### config.mk
export PLATFORM = sky130hd
export DESIGN_NAME = tdm_demux
export DESIGN_NICKNAME = d
export VERILOG_FILES = /design/src/rtl/tdm_demux.sv
export SDC_FILE = /design/constraint.sdc
export NUM_CORES = 1
export LEC_CHECK = 0
export ABC_AREA = 1
export BUFFER_PORTS_ARGS = -buffer_cell sky130_fd_sc_hd__buf_2
export CORE_UTILIZATION = 47
export CTS_CLUSTER_DIAMETER = 50
export CTS_CLUSTER_SIZE = 14
export DETAILED_ROUTE_END_ITERATION = 8
export PLACE_DENSITY = 0.69
export SYNTH_ARGS = -nofsm -noshare
export SYNTH_HDL_FRONTEND = slang
export SYNTH_SLANG_ARGS = --single-unit
export TNS_END_PERCENT = 20
### constraint.sdc
create_clock -name Clock -period 1.95 [get_ports Clock]
set_clock_uncertainty 0.2 [all_clocks]
set_input_delay 0.39 -clock Clock [delete_from_list [all_inputs] [get_ports Clock]]
set_output_delay 0.39 -clock Clock [all_outputs]
set_load 0.02 [all_outputs]
### src/rtl/tdm_demux.sv
// ---------------------------------------------------------------------------
// tdm_demux
//   Time-division demultiplexer. A serial stream carries one bit per channel
//   per slot; slot strobes arrive on en, and sync marks the slot-0 strobe.
//   Bits are collected in a shadow register and the whole frame is published
//   on ch only when its last slot has been received, so ch never shows a
//   partial frame. A three-state FSM (HUNT / FILL / LOCKED) tracks framing.
//
// Parameters
//   NCH : channels per frame (2..16)
//   CW  : slot counter width, ceil(log2(NCH))
//
// Ports
//   Clock       in   clock, all state updates on the rising edge
//   Resetn      in   asynchronous active-low reset
//   en          in   slot strobe; m and sync are sampled only when en=1
//   m           in   serial multiplexed data
//   sync        in   frame marker, high on the slot-0 strobe
//   ch          out  last complete frame, ch[i] = bit of slot i
//   frame_valid out  one-cycle pulse when ch is updated
//   frame_err   out  one-cycle pulse on a framing violation
//   locked      out  high while the FSM is in LOCKED
//   slot        out  index of the next slot expected
//
// Handshake: there is no back-pressure. A strobe (en=1) is consumed on the
// rising edge where it is seen; outputs are registered and reflect that edge
// from the following cycle on.
// ---------------------------------------------------------------------------
module tdm_demux #(
  parameter int NCH = 4,
  parameter int CW  = 2
) (
  input  logic           Clock,
  input  logic           Resetn,
  input  logic           en,
  input  logic           m,
  input  logic           sync,
  output logic [NCH-1:0] ch,
  output logic           frame_valid,
  output logic           frame_err,
  output logic           locked,
  output logic [CW-1:0]  slot
);

  typedef enum logic [1:0] {
    S_HUNT   = 2'd0,
    S_FILL   = 2'd1,
    S_LOCKED = 2'd2
  } state_t;

  localparam logic [CW-1:0] SLOT_ONE  = CW'(1);
  localparam logic [CW-1:0] SLOT_LAST = CW'(NCH - 1);

  state_t         state_q, state_d;
  logic [CW-1:0]  slot_q, slot_d;
  logic [NCH-1:0] shadow_q, shadow_d;
  logic [NCH-1:0] ch_q, ch_d;
  logic           frame_valid_q, frame_valid_d;
  logic           frame_err_q, frame_err_d;
  logic           locked_q, locked_d;

  always_comb begin
    state_d       = state_q;
    slot_d        = slot_q;
    shadow_d      = shadow_q;
    ch_d          = ch_q;
    frame_valid_d = 1'b0;
    frame_err_d   = 1'b0;

    if (en) begin
      unique case (state_q)
        S_HUNT: begin
          // Without sync the bit cannot be placed, so it is dropped.
          if (sync) begin
            shadow_d[0] = m;
            slot_d      = SLOT_ONE;
            state_d     = S_FILL;
          end
        end
        S_FILL, S_LOCKED: begin
          if (slot_q == '0) begin
            if (sync) begin
              shadow_d[0] = m;
              slot_d      = SLOT_ONE;
            end else begin
              // Expected frame start is missing: lose lock and hunt again.
              frame_err_d = 1'b1;
              state_d     = S_HUNT;
            end
          end else if (sync) begin
            // Early sync: abandon the partial frame, restart from slot 0.
            frame_err_d = 1'b1;
            shadow_d[0] = m;
            slot_d      = SLOT_ONE;
            state_d     = S_FILL;
          end else begin
            shadow_d[slot_q] = m;
            if (slot_q == SLOT_LAST) begin
              // Publish the frame with the just-sampled bit in the top slot.
              ch_d          = shadow_q;
              ch_d[NCH-1]   = m;
              slot_d        = '0;
              frame_valid_d = 1'b1;
              state_d       = S_LOCKED;
            end else begin
              slot_d = slot_q + SLOT_ONE;
            end
          end
        end
        default: begin
          state_d = S_HUNT;
          slot_d  = '0;
        end
      endcase
    end

    locked_d = (state_d == S_LOCKED);
  end

  always_ff @(posedge Clock or negedge Resetn) begin
    if (!Resetn) begin
      state_q       <= S_HUNT;
      slot_q        <= '0;
      shadow_q      <= '0;
      ch_q          <= '0;
      frame_valid_q <= 1'b0;
      frame_err_q   <= 1'b0;
      locked_q      <= 1'b0;
    end else begin
      state_q       <= state_d;
      slot_q        <= slot_d;
      shadow_q      <= shadow_d;
      ch_q          <= ch_d;
      frame_valid_q <= frame_valid_d;
      frame_err_q   <= frame_err_d;
      locked_q      <= locked_d;
    end
  end

  assign ch          = ch_q;
  assign frame_valid = frame_valid_q;
  assign frame_err   = frame_err_q;
  assign locked      = locked_q;
  assign slot        = slot_q;

endmodule

Word-level counts from Yosys, hierarchy flattened
Cells that the tools add are included.
{ "totals": {"elab_cells": 54, "register_bits": 15, "output_inout_bits": 9, "input_bits": 5} }
{ "op_classes": {"magnitude_cmp": 2, "eq_ne": 4, "mux": 29, "n_addsub": 1, "bitwise_logic": 2, "n_reduce_logical": 8} }
{ "op_table": {"columns": ["op", "n"], "rows": [
  ["two-way mux 2 bit", 10],
  ["two-way mux 1 bit", 14],
  ["case mux 2 bit (2 select lines)", 2],
  ["equality test 2 bit, second input constant", 3],
  ["AND reduction 5 bit", 1],
  ["bitwise mux 4 bit", 1],
  ["logical NOT 2 bit", 2],
  ["AND reduction 4 bit", 1],
  ["< comparator 2 x 3 -> 1 bit, second input constant", 1],
  ["adder 2 x 1 -> 2 bit, second input constant", 1],
  ["demux 1 bit (select 2 bit)", 1],
  ["equality test 2 x 1 -> 1 bit, second input constant", 1],
  [">= comparator 2 x 1 -> 1 bit, second input constant", 1],
  ["NOT 1 bit", 2],
  ["case mux 1 bit (2 select lines)", 1],
  ["AND reduction 2 bit", 1],
  ["nonzero test 2 bit", 1],
  ["OR reduction 2 bit", 1],
  ["logical AND 1 bit", 1]
]} }

Longest topological paths before layout
{ "depth": {"depth_word": 8, "ltp_mapped": 9, "mapped_depth_nobuf": 9} }

Worst setup path before layout
Ideal clock, no wire load.
{ "synth_path": {"path_kind": "flip-flop to flip-flop", "from": "register slot_q[0] (netlist: slot[0])", "to": "register ch_q[0] (netlist: ch[0])", "stages_incl_launch_ff": 10, "setup_time_ps": 118, "period_less_slack_ps": 1851, "t_required_ps": 1632, "path_buffers": 0, "arrival_ps": 1533, "path_slack_ps": 99, "path_cell_list": "dfrtp_1 > inv_1 > ha_1 > inv_1 > ha_1 > inv_1 > nor2_8 > nand2_4 > nand2_1 > o21ai_2"} }
{ "synth_via": {"elab_chain_len": 3, "elab_cells_between_ends": 4, "cone_classes": "1 x eq/ne; 1 x bitwise; 2 x reduce/logical"} }
{ "synth_lines": {"columns": ["item", "line", "source"], "rows": [
  ["start, declared", "55", "logic [CW-1:0] slot_q, slot_d;"],
  ["start signal, assigned", "131", "slot_q <= slot_d;"],
  ["logical NOT 2 bit", "81", "if (slot_q == '0) begin"],
  ["NOT 1 bit (no line)", null, null],
  ["AND reduction 5 bit (no line) (*)", null, null],
  ["end signal, assigned", "133", "ch_q <= ch_d;"],
  ["end, declared", "57", "logic [NCH-1:0] ch_q, ch_d;"]
]} }
Mark *: on every way between the ends. The rest lies on a longest branch, timed or not.
A chain may end at the register's enable or synchronous reset.

Worst setup path after layout
{ "layout_path": {"from": "register slot_q[1] (netlist: slot[1])", "to": "register shadow_q[0]"} }
{ "layout_via": {"elab_chain_len": 8, "elab_cells_between_ends": 10, "cone_classes": "2 x order compare; 6 x mux; 2 x reduce/logical"} }
{ "layout_lines": {"columns": ["item", "line", "source"], "rows": [
  ["< comparator 2 x 3 -> 1 bit (not written as such) or >= comparator 2 x 1 -> 1 bit (tied branches)", "97", "shadow_d[slot_q] = m;"],
  ["logical AND 1 bit (not written as such)", "97", null],
  ["two-way mux 1 bit (not written as such)", "97", null],
  ["demux 1 bit (select 2 bit)", "97", null],
  ["bitwise mux 4 bit", "97", null],
  ["two-way mux 1 bit", "90", "end else if (sync) begin"],
  ["two-way mux 1 bit (*)", "81", null],
  ["case mux 1 bit (2 select lines) (*)", "71", "unique case (state_q)"],
  ["end signal, assigned", "132", "shadow_q <= shadow_d;"],
  ["end, declared", "56", "logic [NCH-1:0] shadow_q, shadow_d;"]
]} }
Marked as above.

==> qor.yml <==
worst_hold_path:
  hold_path.class: "input port to register"
  min_to: "ch[3]"
  hold_start: "m"
  min_delay_path_depth: 3
sta:
  final.setup.tns_ps: 0
  finalSetupViolations: 0
  hold_violations: 0
  slew_violations: 0
  max_freq_mhz: 571
  rsz0062_at_grt: "no"
  fin_crit_sh: 0.897
  final.min_clock_period_ps: 1750
  relSlewSlack: 0.796
  worstMarginPinSlew_ps: 306
grt:
  grtUsageTotal: 0.172
  grt_max_degree: 15
  grt_pass1_vias: 541
  grt_overflow: 0
  antenna_found_initial: 0
  grt_pass1_wl_um: 2360
route:
  drc: 0
  drt_iter0_markers: 7
  finalWirelength_um: 1370
  via_count: 635
  drtAntennaViolNets: 0
  viasPerCell: 4.88
  routedWlPerCell_um: 10.6
  dr.pass1.iters: 4
yosys:
  yosysWarningCount: 0
  synth.largest_area_cell: "dfrtp_1"
  synthDistinctLibCells: 20
  syn_inst: 95
  yosys.area_share.xor_xnor: 0
  synth_edf_count: 0
  ys.flop_type: "dfrtp_1"
  synth-seq-cells: 14
  synth.mux.area_fraction: 0
  synth_top_area_frac: 0.438
  syn-num-nets: 107
  synth_most_common_cell: "nand2_1"
  synthTopCellsByCount: "nand2_1, dfrtp_1, inv_1, ha_1"
  yosys.area_share.simple: 0.277
  seq_area_frac_synth: 0.438
  synthAdderAreaFrac: 0.109
  async_flop_share: 1.00
  syn-cell-area_um2: 801
  synth_top_family_by_area: "simple AND/OR/NAND/NOR gates"
  synth-compound-area-share: 0.111
  synth.area.top_cells: "dfrtp_1, nand2_1, ha_1, inv_1, a21oi_1"
  syn-mean-instance-area_um2: 8.43
die:
  die_h_um: 43.3
  core-area_um2: 1540
  start_util: 0.519
  dieWidth_um: 43.3
  pin_count: 14
  dieArea_um2: 1870
  rows: 14
worst_setup_path:
  reg2reg_depth: 8
  r2r_end: "shadow_q[0]"
  required_ps: 1910
  crit_fanout: 6
  criticalPathCategory: "register to register"
  crit_arrival_ps: 1710
  r2r_start: "slot[1]"
  r2r_slack_ps: 200
  worstSetupEndpointType: "register"
  critPathLaunchType: "register"
final_layout:
  nets: 127
  drive_above_1_share: 0.246
  areaGrowthSynthToFinish_pct: 17.8
  antenna_cells: 0
power:
  p_leak_nw: 0.559
  power_mw: 1.26
  p_per_area_nw_per_um2: 1340
  vdd_ir_drop_max_uv: 666
clock_tree:
  cts_buffer_depth: 2
  clk-insertion-delay-late_ps: 280
  clockRootBuffer: "clkbuf_4"
  clock_sinks: 14
  post-cts-setup-buffers: 0
  clkTransAtPathRegs_ps: 80
  h-tree-depth: 1
  tritoncts: "yes"
  cts_buffers: 3
placed_design:
  numPortBuffers: 13
  hpwlAfterDp_um: 1060
  gp_congestion: 0.819
run:
  max_cap_violations: 0
outcome:
  status: "complete, no violations"
-- metrics by stage --
step                cell area [um^2]  hold slack (ps)  std cells  utilization  setup slack [ps]
finish                           943              214        130        0.612               200
global route                     943              244        130        0.612              35.6
CTS                              940              221        130        0.610              98.8
detailed placement               893             97.8        125        0.580               110
global placement                 893             98.4        125        0.580               210
floorplan                        801             -106         95            -              98.9
-- worst max-delay path, stage by stage (launching register included) --
cell	delay, ps
dfrtp_2	440
inv_1	110
ha_2	220
inv_1	80
ha_1	190
inv_2	100
o21ai_0	130
nor2_1	120
a21oi_1	40
-- power breakdown --
part | internal (mW) | leakage, nW | switching [mW] | total [mW]
sequential | 0.373 | 0.184 | 0.0560 | 0.429
clock | 0.114 | 0.0210 | 0.0920 | 0.206
combinational | 0.228 | 0.354 | 0.397 | 0.626
-- metal layers --
metal  track usage  up-vias  part of all wire
li1              -      344                 -
met2         0.248       15              0.43
met1         0.237      271              0.50
met5             0        -                 0
met3        0.0255        5             0.036
met4         0.109        0             0.031
-- flip-flops by register name, summed over array words and instances (netlist names) --
| name | cells |
|---|---|
| slot | 2 |
| locked | 1 |
| shadow_q | 3 |
| ch | 4 |
| state_q | 2 |
| frame_valid | 1 |
| frame_err | 1 |
-- area by class of cell --
| class | count | area, um^2 |
|---|---|---|
| repair buffers | 15 | 82.6 |
| multi-input cells | 67 | 400 |
| fillers | 139 | 598 |
| flip-flops and latches | 14 | 352 |
| well taps | 16 | 20.0 |
| clock buffers | 4 | 36.3 |
| inverters | 14 | 52.6 |
-- layout by cell type, fill, tap and decap left out, drive strengths merged --
cell type	count
o21ai	7
nor3	1
nand3	6
buf	14
a31oi	2
clkbuf	4
nor2	8
inv	14
nand4	1
o21a	1
nand2	27
a21oi	6
dlygate4sd3	1
ha	7
dfrtp	14
nand3b	1
-- cell families after synthesis --
logic type,Yosys count
DFF,14
buffers and inverters,14
and+or+nand+nor,44
adders and majority gates,7
AOI/OAI and AO/OA,16
-- how the worst max path moves through the flow --
stage            start           to  slack (ps)  cells past startpoint
6_report       slot[1]  shadow_q[0]         200                      8
3_3_place_gp   slot[1]  shadow_q[0]         210                      8
4_1_cts        slot[1]  shadow_q[0]         100                      8
3_5_place_dp   slot[1]  shadow_q[0]         110                      8
5_1_grt        slot[1]  shadow_q[0]          40                      8
2_1_floorplan  slot[0]        ch[0]         100                      9
-- timing repair --
item	4_1_cts	5_1_grt
hold buffers	1	0
endpoints found under the hold margin	14	0
endpoints found under the setup margin	0	5
resized for setup	0	3
Note: power is estimated with default switching activity, not from simulation.
